## config.mk

```make
export PLATFORM = sky130hd
export DESIGN_NAME = demux1_4_capture_flat
export DESIGN_NICKNAME = d
export VERILOG_FILES = /design/src/rtl/demux1_4_capture_pkg.sv /design/src/rtl/demux1_4_capture_if.sv /design/src/rtl/demux1_4_capture_stb_rise_det.sv /design/src/rtl/demux1_4_capture.sv /design/src/flat_wrapper.sv
export SDC_FILE = /design/constraint.sdc
export NUM_CORES = 1
export LEC_CHECK = 0
export BUFFER_PORTS_ARGS = -buffer_cell sky130_fd_sc_hd__buf_2
export CORE_UTILIZATION = 48
export CTS_CLUSTER_SIZE = 40
export DETAILED_ROUTE_END_ITERATION = 12
export GPL_TIMING_DRIVEN = 0
export MAX_ROUTING_LAYER = met4
export PLACE_DENSITY = 0.7
export SYNTH_ARGS = -nofsm -noshare
export SYNTH_HDL_FRONTEND = slang
export SYNTH_SLANG_ARGS = --single-unit
```

## constraint.sdc

```tcl
create_clock -name clk -period 3.9 [get_ports clk]
set_input_delay 0 -clock clk [delete_from_list [all_inputs] [get_ports clk]]
set_output_delay 0 -clock clk [all_outputs]
set_load 0.05 [all_outputs]
```

## src/rtl/demux1_4_capture_pkg.sv

```systemverilog
// Shared types and constants for the 1:4 byte demultiplexer that captures
// 8051 port writes into atomically committed four-byte frames.
package demux_pkg;

  localparam int DEMUX_WIDTH = 8;

  typedef enum logic {
    IDLE = 1'b0,
    FILL = 1'b1
  } state_e;

  localparam logic [1:0] SLOT0 = 2'd0;
  localparam logic [1:0] SLOT1 = 2'd1;
  localparam logic [1:0] SLOT2 = 2'd2;
  localparam logic [1:0] SLOT3 = 2'd3;

endpackage : demux_pkg

```

## src/rtl/demux1_4_capture_if.sv

```systemverilog
// Port-side bundle: the 8051 drives din/wr_stb/sync, the capture block drives
// the committed frame and its status pulses.
interface demux1_4_capture_if
  import demux_pkg::*;
#(
  parameter int WIDTH = DEMUX_WIDTH
);

  logic [WIDTH-1:0] din;
  logic             wr_stb;
  logic             sync;
  logic [WIDTH-1:0] o0;
  logic [WIDTH-1:0] o1;
  logic [WIDTH-1:0] o2;
  logic [WIDTH-1:0] o3;
  logic [1:0]       slot;
  logic             frame_valid;
  logic             timeout_err;

  modport master (
    output din, wr_stb, sync,
    input  o0, o1, o2, o3, slot, frame_valid, timeout_err
  );

  modport slave (
    input  din, wr_stb, sync,
    output o0, o1, o2, o3, slot, frame_valid, timeout_err
  );

endinterface : demux1_4_capture_if

```

## src/rtl/demux1_4_capture_stb_rise_det.sv

```systemverilog
// Rising-edge detector for a strobe already synchronous to clk: a held strobe
// yields exactly one single-cycle pulse.
module stb_rise_det (
  input  logic clk,
  input  logic rst,
  input  logic stb,
  output logic rise
);

  logic stb_d;
  logic stb_q;

  always_comb begin
    stb_d = stb;
  end

  // NOTE: sequential state uses non-blocking assignments so every flop samples
  // the pre-edge value of every other flop, independent of block ordering.
  always_ff @(posedge clk) begin
    if (rst) begin
      stb_q <= 1'b0;
    end else begin
      stb_q <= stb_d;
    end
  end

  assign rise = stb & ~stb_q;

endmodule : stb_rise_det

```

## src/rtl/demux1_4_capture.sv

```systemverilog
// Distributes a strobed byte stream round-robin into four slots and commits a
// full frame to the output buses in one edge; stalled partial frames time out.
module demux1_4_capture
  import demux_pkg::*;
#(
  parameter int WIDTH          = DEMUX_WIDTH,
  parameter int TIMEOUT_CYCLES = 10000,
  parameter int CNT_W          = 14
) (
  input  logic                clk,
  input  logic                rst,
  demux1_4_capture_if.slave   bus
);

  localparam logic [CNT_W-1:0] CNT_LAST = CNT_W'(TIMEOUT_CYCLES - 1);

  logic we;

  state_e                      state_d, state_q;
  logic   [1:0]                slot_d, slot_q;
  logic   [CNT_W-1:0]          cnt_d, cnt_q;
  logic   [2:0][WIDTH-1:0]     shadow_d, shadow_q;
  logic   [3:0][WIDTH-1:0]     out_d, out_q;
  logic                        frame_valid_d, frame_valid_q;
  logic                        timeout_err_d, timeout_err_q;

  stb_rise_det u_stb_rise_det (
    .clk  (clk),
    .rst  (rst),
    .stb  (bus.wr_stb),
    .rise (we)
  );

  always_comb begin
    // NOTE: every variable gets its hold value first so no path through the
    // branches below leaves one unassigned, which would infer a latch.
    state_d       = state_q;
    slot_d        = slot_q;
    cnt_d         = cnt_q;
    shadow_d      = shadow_q;
    out_d         = out_q;
    frame_valid_d = 1'b0;
    timeout_err_d = 1'b0;

    if (bus.sync) begin
      // Resync drops any partial frame silently; a coincident write starts the new one.
      cnt_d = '0;
      if (we) begin
        shadow_d[0] = bus.din;
        slot_d      = SLOT1;
        state_d     = FILL;
      end else begin
        slot_d  = SLOT0;
        state_d = IDLE;
      end
    end else if (we) begin
      cnt_d = '0;
      unique case (state_q)
        IDLE: begin
          shadow_d[0] = bus.din;
          slot_d      = SLOT1;
          state_d     = FILL;
        end
        FILL: begin
          unique case (slot_q)
            SLOT1: begin
              shadow_d[1] = bus.din;
              slot_d      = SLOT2;
            end
            SLOT2: begin
              shadow_d[2] = bus.din;
              slot_d      = SLOT3;
            end
            default: begin
              out_d         = {bus.din, shadow_q[2], shadow_q[1], shadow_q[0]};
              frame_valid_d = 1'b1;
              slot_d        = SLOT0;
              state_d       = IDLE;
            end
          endcase
        end
        default: begin
          state_d = IDLE;
          slot_d  = SLOT0;
        end
      endcase
    end else if (state_q == FILL) begin
      // The expiry check caps the count, so the increment can never wrap.
      if (cnt_q == CNT_LAST) begin
        cnt_d         = '0;
        slot_d        = SLOT0;
        state_d       = IDLE;
        timeout_err_d = 1'b1;
      end else begin
        cnt_d = cnt_q + CNT_W'(1);
      end
    end
  end

  always_ff @(posedge clk) begin
    if (rst) begin
      state_q       <= IDLE;
      slot_q        <= SLOT0;
      cnt_q         <= '0;
      // NOTE: the shadow bytes are reset too even though they are always
      // rewritten before a commit; it keeps post-reset state fully defined.
      shadow_q      <= '0;
      out_q         <= '0;
      frame_valid_q <= 1'b0;
      timeout_err_q <= 1'b0;
    end else begin
      state_q       <= state_d;
      slot_q        <= slot_d;
      cnt_q         <= cnt_d;
      shadow_q      <= shadow_d;
      out_q         <= out_d;
      frame_valid_q <= frame_valid_d;
      timeout_err_q <= timeout_err_d;
    end
  end

  assign bus.o0          = out_q[0];
  assign bus.o1          = out_q[1];
  assign bus.o2          = out_q[2];
  assign bus.o3          = out_q[3];
  assign bus.slot        = slot_q;
  assign bus.frame_valid = frame_valid_q;
  assign bus.timeout_err = timeout_err_q;

endmodule : demux1_4_capture
```

## src/flat_wrapper.sv

```systemverilog
// flat-port wrapper written by rule: the top's interface ports become plain ports
module demux1_4_capture_flat import demux_pkg::*;
#(
  parameter int WIDTH          = DEMUX_WIDTH,
  parameter int TIMEOUT_CYCLES = 10000,
  parameter int CNT_W          = 14
)
  (clk, rst, bus_din, bus_wr_stb, bus_sync, bus_o0, bus_o1, bus_o2, bus_o3, bus_slot, bus_frame_valid, bus_timeout_err);
  demux1_4_capture_if #(.WIDTH(WIDTH)) bus_i ();
  input  logic clk;
  input  logic rst;
  input wire logic [$bits(bus_i.din)-1:0] bus_din;
  input wire logic [$bits(bus_i.wr_stb)-1:0] bus_wr_stb;
  input wire logic [$bits(bus_i.sync)-1:0] bus_sync;
  output wire logic [$bits(bus_i.o0)-1:0] bus_o0;
  output wire logic [$bits(bus_i.o1)-1:0] bus_o1;
  output wire logic [$bits(bus_i.o2)-1:0] bus_o2;
  output wire logic [$bits(bus_i.o3)-1:0] bus_o3;
  output wire logic [$bits(bus_i.slot)-1:0] bus_slot;
  output wire logic [$bits(bus_i.frame_valid)-1:0] bus_frame_valid;
  output wire logic [$bits(bus_i.timeout_err)-1:0] bus_timeout_err;
  assign bus_i.din = bus_din;
  assign bus_i.wr_stb = bus_wr_stb;
  assign bus_i.sync = bus_sync;
  assign bus_o0 = bus_i.o0;
  assign bus_o1 = bus_i.o1;
  assign bus_o2 = bus_i.o2;
  assign bus_o3 = bus_i.o3;
  assign bus_slot = bus_i.slot;
  assign bus_frame_valid = bus_i.frame_valid;
  assign bus_timeout_err = bus_i.timeout_err;
  demux1_4_capture #(.WIDTH(WIDTH), .TIMEOUT_CYCLES(TIMEOUT_CYCLES), .CNT_W(CNT_W)) u_core (.clk(clk), .rst(rst), .bus(bus_i));
endmodule
```

# Word-level counts from Yosys, hierarchy flattened
# Cells that the tools add are included.
dict set report word_totals {
  ff_bits 76
  output_inout_bits 36
}
dict set report classes {
  add_sub_neg 1
  eq_ne 4
  muxes 21
  bitwise 6
  n_reduce_logical 11
}
# operator n
set op_table {}
lappend op_table {{8-bit two-way mux} 4}
lappend op_table {{14-bit by 1-bit adder with 14-bit output, second input constant} 1}
lappend op_table {{14-bit equality test, second input constant} 1}
lappend op_table {{14-bit two-way mux} 1}
lappend op_table {{4-bit AND reduction} 3}
lappend op_table {{1-bit two-way mux} 9}
lappend op_table {{2-bit two-way mux} 4}
lappend op_table {{2-bit case mux with 2 select lines} 2}
lappend op_table {{4-bit OR reduction} 2}
lappend op_table {{3-bit nonzero test} 2}
lappend op_table {{1-bit NOT} 5}
lappend op_table {{2-bit AND reduction} 2}
lappend op_table {{3-bit OR reduction} 1}
lappend op_table {{2-bit by 1-bit equality test with 1-bit output, second input constant} 1}
lappend op_table {{2-bit equality test, second input constant} 1}
lappend op_table {{2-bit != test, second input constant} 1}
lappend op_table {{1-bit case mux with 2 select lines} 1}
lappend op_table {{2-bit OR reduction} 1}
lappend op_table {{1-bit bitwise AND} 1}

# Longest topological paths before layout
dict set report logic_depth {
  word_depth 6
  mapped_depth 6
}

# Hierarchy
# Synthesis repeated with hierarchy kept, for this count alone.
dict set report hier_totals {
  hier_cells 284
  hier_area_um2 2793.9
}
# mod n_inst cells_each area_each_um2 seq_area_each_um2
set modules_own_cells {}
lappend modules_own_cells {demux1_4_capture 1 281 2746.4 1501.4}
lappend modules_own_cells {stb_rise_det 1 3 47.5 20.0}

# Worst setup path after synthesis
# OpenSTA, ideal clock, no wires.
dict set report synth_timing {
  path_kind {reg-to-reg}
  start {reg u_core.slot_q[0], in the netlist u_core.bus.slot[0]}
  end {reg u_core.out_q (netlist bit u_core.bus.o0[0])}
  arrival_time_ns 1.823
  slack_ns 2.016
  stages_incl_launch_ff 7
  path_buffers 2
  period_less_slack_ns 1.884
  cell_sequence {dfxtp_1 inv_1 ha_1 and3_1 clkbuf_1 clkbuf_1 a22o_1}
}
dict set report synth_via {
  elab_chain_len 4
  elab_cells_between_ends 5
  classes_between {2 x eq/ne; 1 x bitwise; 2 x reduce/logical}
}
# element line_no
set synth_rtl {}
lappend synth_rtl {{start, declared} demux1_4_capture.sv:20} ;# logic [1:0] slot_d, slot_q;
lappend synth_rtl {{start signal, assigned} demux1_4_capture.sv:113} ;# slot_q <= slot_d;
lappend synth_rtl {{2-bit by 1-bit equality test with 1-bit output or 2-bit equality test (tied branches)} demux1_4_capture.sv:65} ;# unique case (slot_q)
lappend synth_rtl {{2-bit OR reduction (no line) (*)} --}
lappend synth_rtl {{1-bit NOT (no line) (*)} --}
lappend synth_rtl {{4-bit AND reduction (no line) (*)} --}
lappend synth_rtl {{end signal, assigned} demux1_4_capture.sv:116} ;# out_q <= out_d;
lappend synth_rtl {{end, declared} demux1_4_capture.sv:23} ;# logic [3:0][WIDTH-1:0] out_d, out_q;
# Mark *: on every way between the ends. The rest lies on a longest branch, timed or not.
# A chain may end at the register's enable or synchronous reset.

# Worst setup path after layout
dict set report layout_timing {
  start {reg u_core.slot_q[0], in the netlist u_core.bus.slot[0]}
  end {reg u_core.out_q (netlist bit u_core.bus.o1[0])}
}
# Same word-level chain as after synthesis.

==> impl_metrics.yaml <==
cells_and_area:
  layout_common_cells: "dfxtp_1, buf_2, nand2_1, a22o_1, nand3_1"
  n_fill_cell: 472
  antenna_cells: 0
  final_common_cell: "dfxtp_1"
  syn2layout_area_growth_pct: 25.2
  layout-drive-gt1-share_pct: 20.8
  final_nets: 376
timing:
  clock_skew_ps: 10.2
  tightest_slew_ps: 614
  worst_slack_ps: 2050
  rsz0062_at_grt: "no"
  min_period_ps: 1850
  slew_headroom_pct: 58.8
  setup-violations-final: 0
  period_share_pct: 47.3
  setup-tns-final_ps: 0
  final_max_slew_viol_count: 0
  hold_viol_final: 0
  clock.fmax_ghz: 0.542
routing:
  firstDrtPassIters: 4
  drc_errors: 0
  wl_mm: 6.24
  drtAntennaViolNets: 0
  first_iter_violations: 166
  wl_per_cell_um: 14.3
  viasPerCell: 5.45
  vias: 2388
worst_hold_path:
  hp-class: "primary input to flip-flop"
  hold_end: "u_core.u_stb_rise_det.stb_q"
  hold_path.startpoint: "bus_wr_stb"
  hold_path_depth: 3
cts:
  cts_tree: "yes"
  clock_sinks: 76
  clock_latency_ps: 350
  numCtsBuffers: 9
  clkSlewWorstSetupHoldPaths_ps: 80
  clk_path_buf_depth: 2
  htree_levels: 3
  root_buffer: "clkbuf_8"
  cts_setup_buffers: 0
critical_path:
  crit_family: "buffers and inverters"
  reg2reg_depth: 6
  crit_type: "flip-flop to flip-flop"
  critical_path.cell_chain: "inv_1 -> ha_1 -> and3_1 -> clkbuf_1 -> clkbuf_1 -> a22o_1"
  start_kind: "flip-flop"
  cp_max_fo: 10
  crit_arrival_ps: 2140
  cp.depth: 6
  crit_path_top_delay_cell: "clkbuf_1"
  worst-path-buf-inv: 3
  worstReg2RegEnd: "u_core.bus.o1[0]"
  rr_startpoint: "u_core.bus.slot[0]"
  slowest_delay_ps: 410
  cp.required_ps: 4190
  reg2reg_slack_ps: 2050
  crit_path_frequent_cell: "clkbuf_1"
  worstSetupEndpointType: "flip-flop"
yosys:
  ys_warn_count: 0
  ys_types: 35
  synth-seq-cells: 76
  synthesis.area_um2: 2800
  seq_area_frac_synth_pct: 54.4
  synth_nets: 307
  netlist_instances: 292
  syn_area_per_cell_um2: 9.59
place:
  io_buffers: 47
  hpwlAfterDp_mm: 4.20
  place_ws_ps: 2100
  routabilityCongestion: 0.828
power:
  power_leakage_nw: 1.42
  p_per_area_nw_per_um2: 478
  vdd_drop_max_mv: 0.206
global_route:
  grt_first_pass_wirelength_mm: 10.4
  track_usage_pct: 22.7
  overflow: 0
  grt_max_degree: 15
  grt_pass1_vias: 2175
  antenna_found_initial: 0
die:
  die_h_um: 78.4
  start_util_pct: 50.2
  io_pins: 48
  core_um2: 5570
  rows: 27
  die_w_um: 78.4
  dieArea_um2: 6140
outcome:
  status: "completed"
flow_run:
  maxCapViolCount: 0
-- layer usage --
metal | GRT usage [%] | vias up | wire length, µm
met5 | - | - | 0
met4 | 9.44 | 0 | 97
met3 | 6.40 | 11 | 333
met2 | 32.8 | 64 | 2780
met1 | 29.8 | 1120 | 3040
li1 | - | 1193 | -
-- what timing repair did --
item	in CTS	in global routing
resized for setup	0	0
hold endpoints to repair	35	0
endpoints found under the setup margin	0	0
hold buffers	11	0
-- stage by stage --
stage / util (%) / hold WS, ps / std cells / power (mW) / cell area, µm²
after floorplan: - / 125 / 292 / 0.856 / 2800
after global placement: 56.0 / 258 / 411 / 0.883 / 3120
after detailed placement: 56.0 / 262 / 411 / 0.884 / 3120
after CTS: 62.9 / 428 / 438 / 1.68 / 3500
after global routing: 62.9 / 465 / 438 / 1.73 / 3500
final: 62.9 / 444 / 438 / 1.67 / 3500
-- layout make-up --
class | count | area [µm²] | share of cell area [%]
Clock inverter | 7 | 146 | 4.18
Sequential cell | 76 | 1520 | 43.4
Timing Repair Buffer | 58 | 345 | 9.85
Clock buffer | 9 | 124 | 3.53
Tap cell | 72 | 90.1 | 2.57
Inverter | 4 | 15.0 | 0.428
Multi-Input combinational cell | 192 | 1180 | 33.6
Buffer | 20 | 86.3 | 2.46
-- worst max-delay path by stage --
| stage | startpoint | endpoint | slack [ps] |
|---|---|---|---|
| 6_report | u_core.bus.slot[0] | u_core.bus.o1[0] | 2050 |
| 4_1_cts | u_core.bus.slot[0] | u_core.bus.o1[2] | 2070 |
| 3_5_place_dp | u_core.bus.slot[0] | u_core.bus.o0[6] | 2100 |
| 5_1_grt | u_core.bus.slot[0] | u_core.bus.o1[4] | 1940 |
| 2_1_floorplan | u_core.bus.slot[0] | u_core.bus.o0[0] | 2020 |
| 3_3_place_gp | u_core.bus.slot[0] | u_core.bus.o0[4] | 2120 |
-- synthesized netlist by cell type --
cell	count	area, µm²
or3_1	1	6.26
dfxtp_1	76	1520
nand4b_1	2	17.5
nand3_1	31	155
a21oi_1	27	135
nand3b_1	1	7.51
o32ai_1	1	8.76
buf_2	9	45.0
nand4_1	5	31.3
nand4_2	1	12.5
nor2_1	15	56.3
inv_1	4	15.0
a21oi_2	1	8.76
and4bb_1	1	12.5
xor2_1	3	26.3
nand2b_1	2	12.5
nor4_1	3	18.8
xnor2_1	7	61.3
and3_1	3	18.8
or4_1	1	7.51
nor2b_4	1	13.8
nor3b_1	1	7.51
nor3_1	3	15.0
ha_1	3	37.5
a22o_1	32	280
o211ai_1	1	7.51
nor4bb_1	1	10.0
nor4b_1	1	8.76
and4b_1	2	20.0
clkbuf_1	11	41.3
a211o_1	1	8.76
nand2_1	33	124
or2_2	1	6.26
nor2b_1	4	25.0
o21ai_0	3	15.0
-- worst register-to-register path: stages (launching register included) --
cell      delay (ps)
dfxtp_1          380
inv_1             80
ha_1             330
and3_1           160
clkbuf_1         220
clkbuf_1         410
a22o_1           210
-- where the power goes --
group          internal [mW]  leakage, nW  switching, mW
Combinational         0.0291        0.670         0.0551
Sequential             0.785        0.614        0.00615
Clock                  0.494        0.134          0.305
-- kinds of logic after synthesis --
kind of cell / Yosys count / synth area share [%]
buffers and inverters: 24 / 3.62
AOI/OAI and AO/OA: 66 / 16.6
xor gates and xnor gates: 10 / 3.13
and+or+nand+nor: 113 / 21.0
DFF: 76 / 54.4
adders and majority gates: 3 / 1.34
-- sequential cells by signal, summed over array words and instances, names as in the netlist --
register	count
u_core.shadow_q	24
u_core.cnt_q	14
u_core.bus.o0	8
u_core.bus.o1	8
u_core.bus.o2	8
u_core.bus.o3	8
u_core.bus.slot	2
u_core.bus.frame_valid	1
u_core.bus.timeout_err	1
u_core.state_q	1
u_core.u_stb_rise_det.stb_q	1
Note: power is estimated with default switching activity, not from simulation.
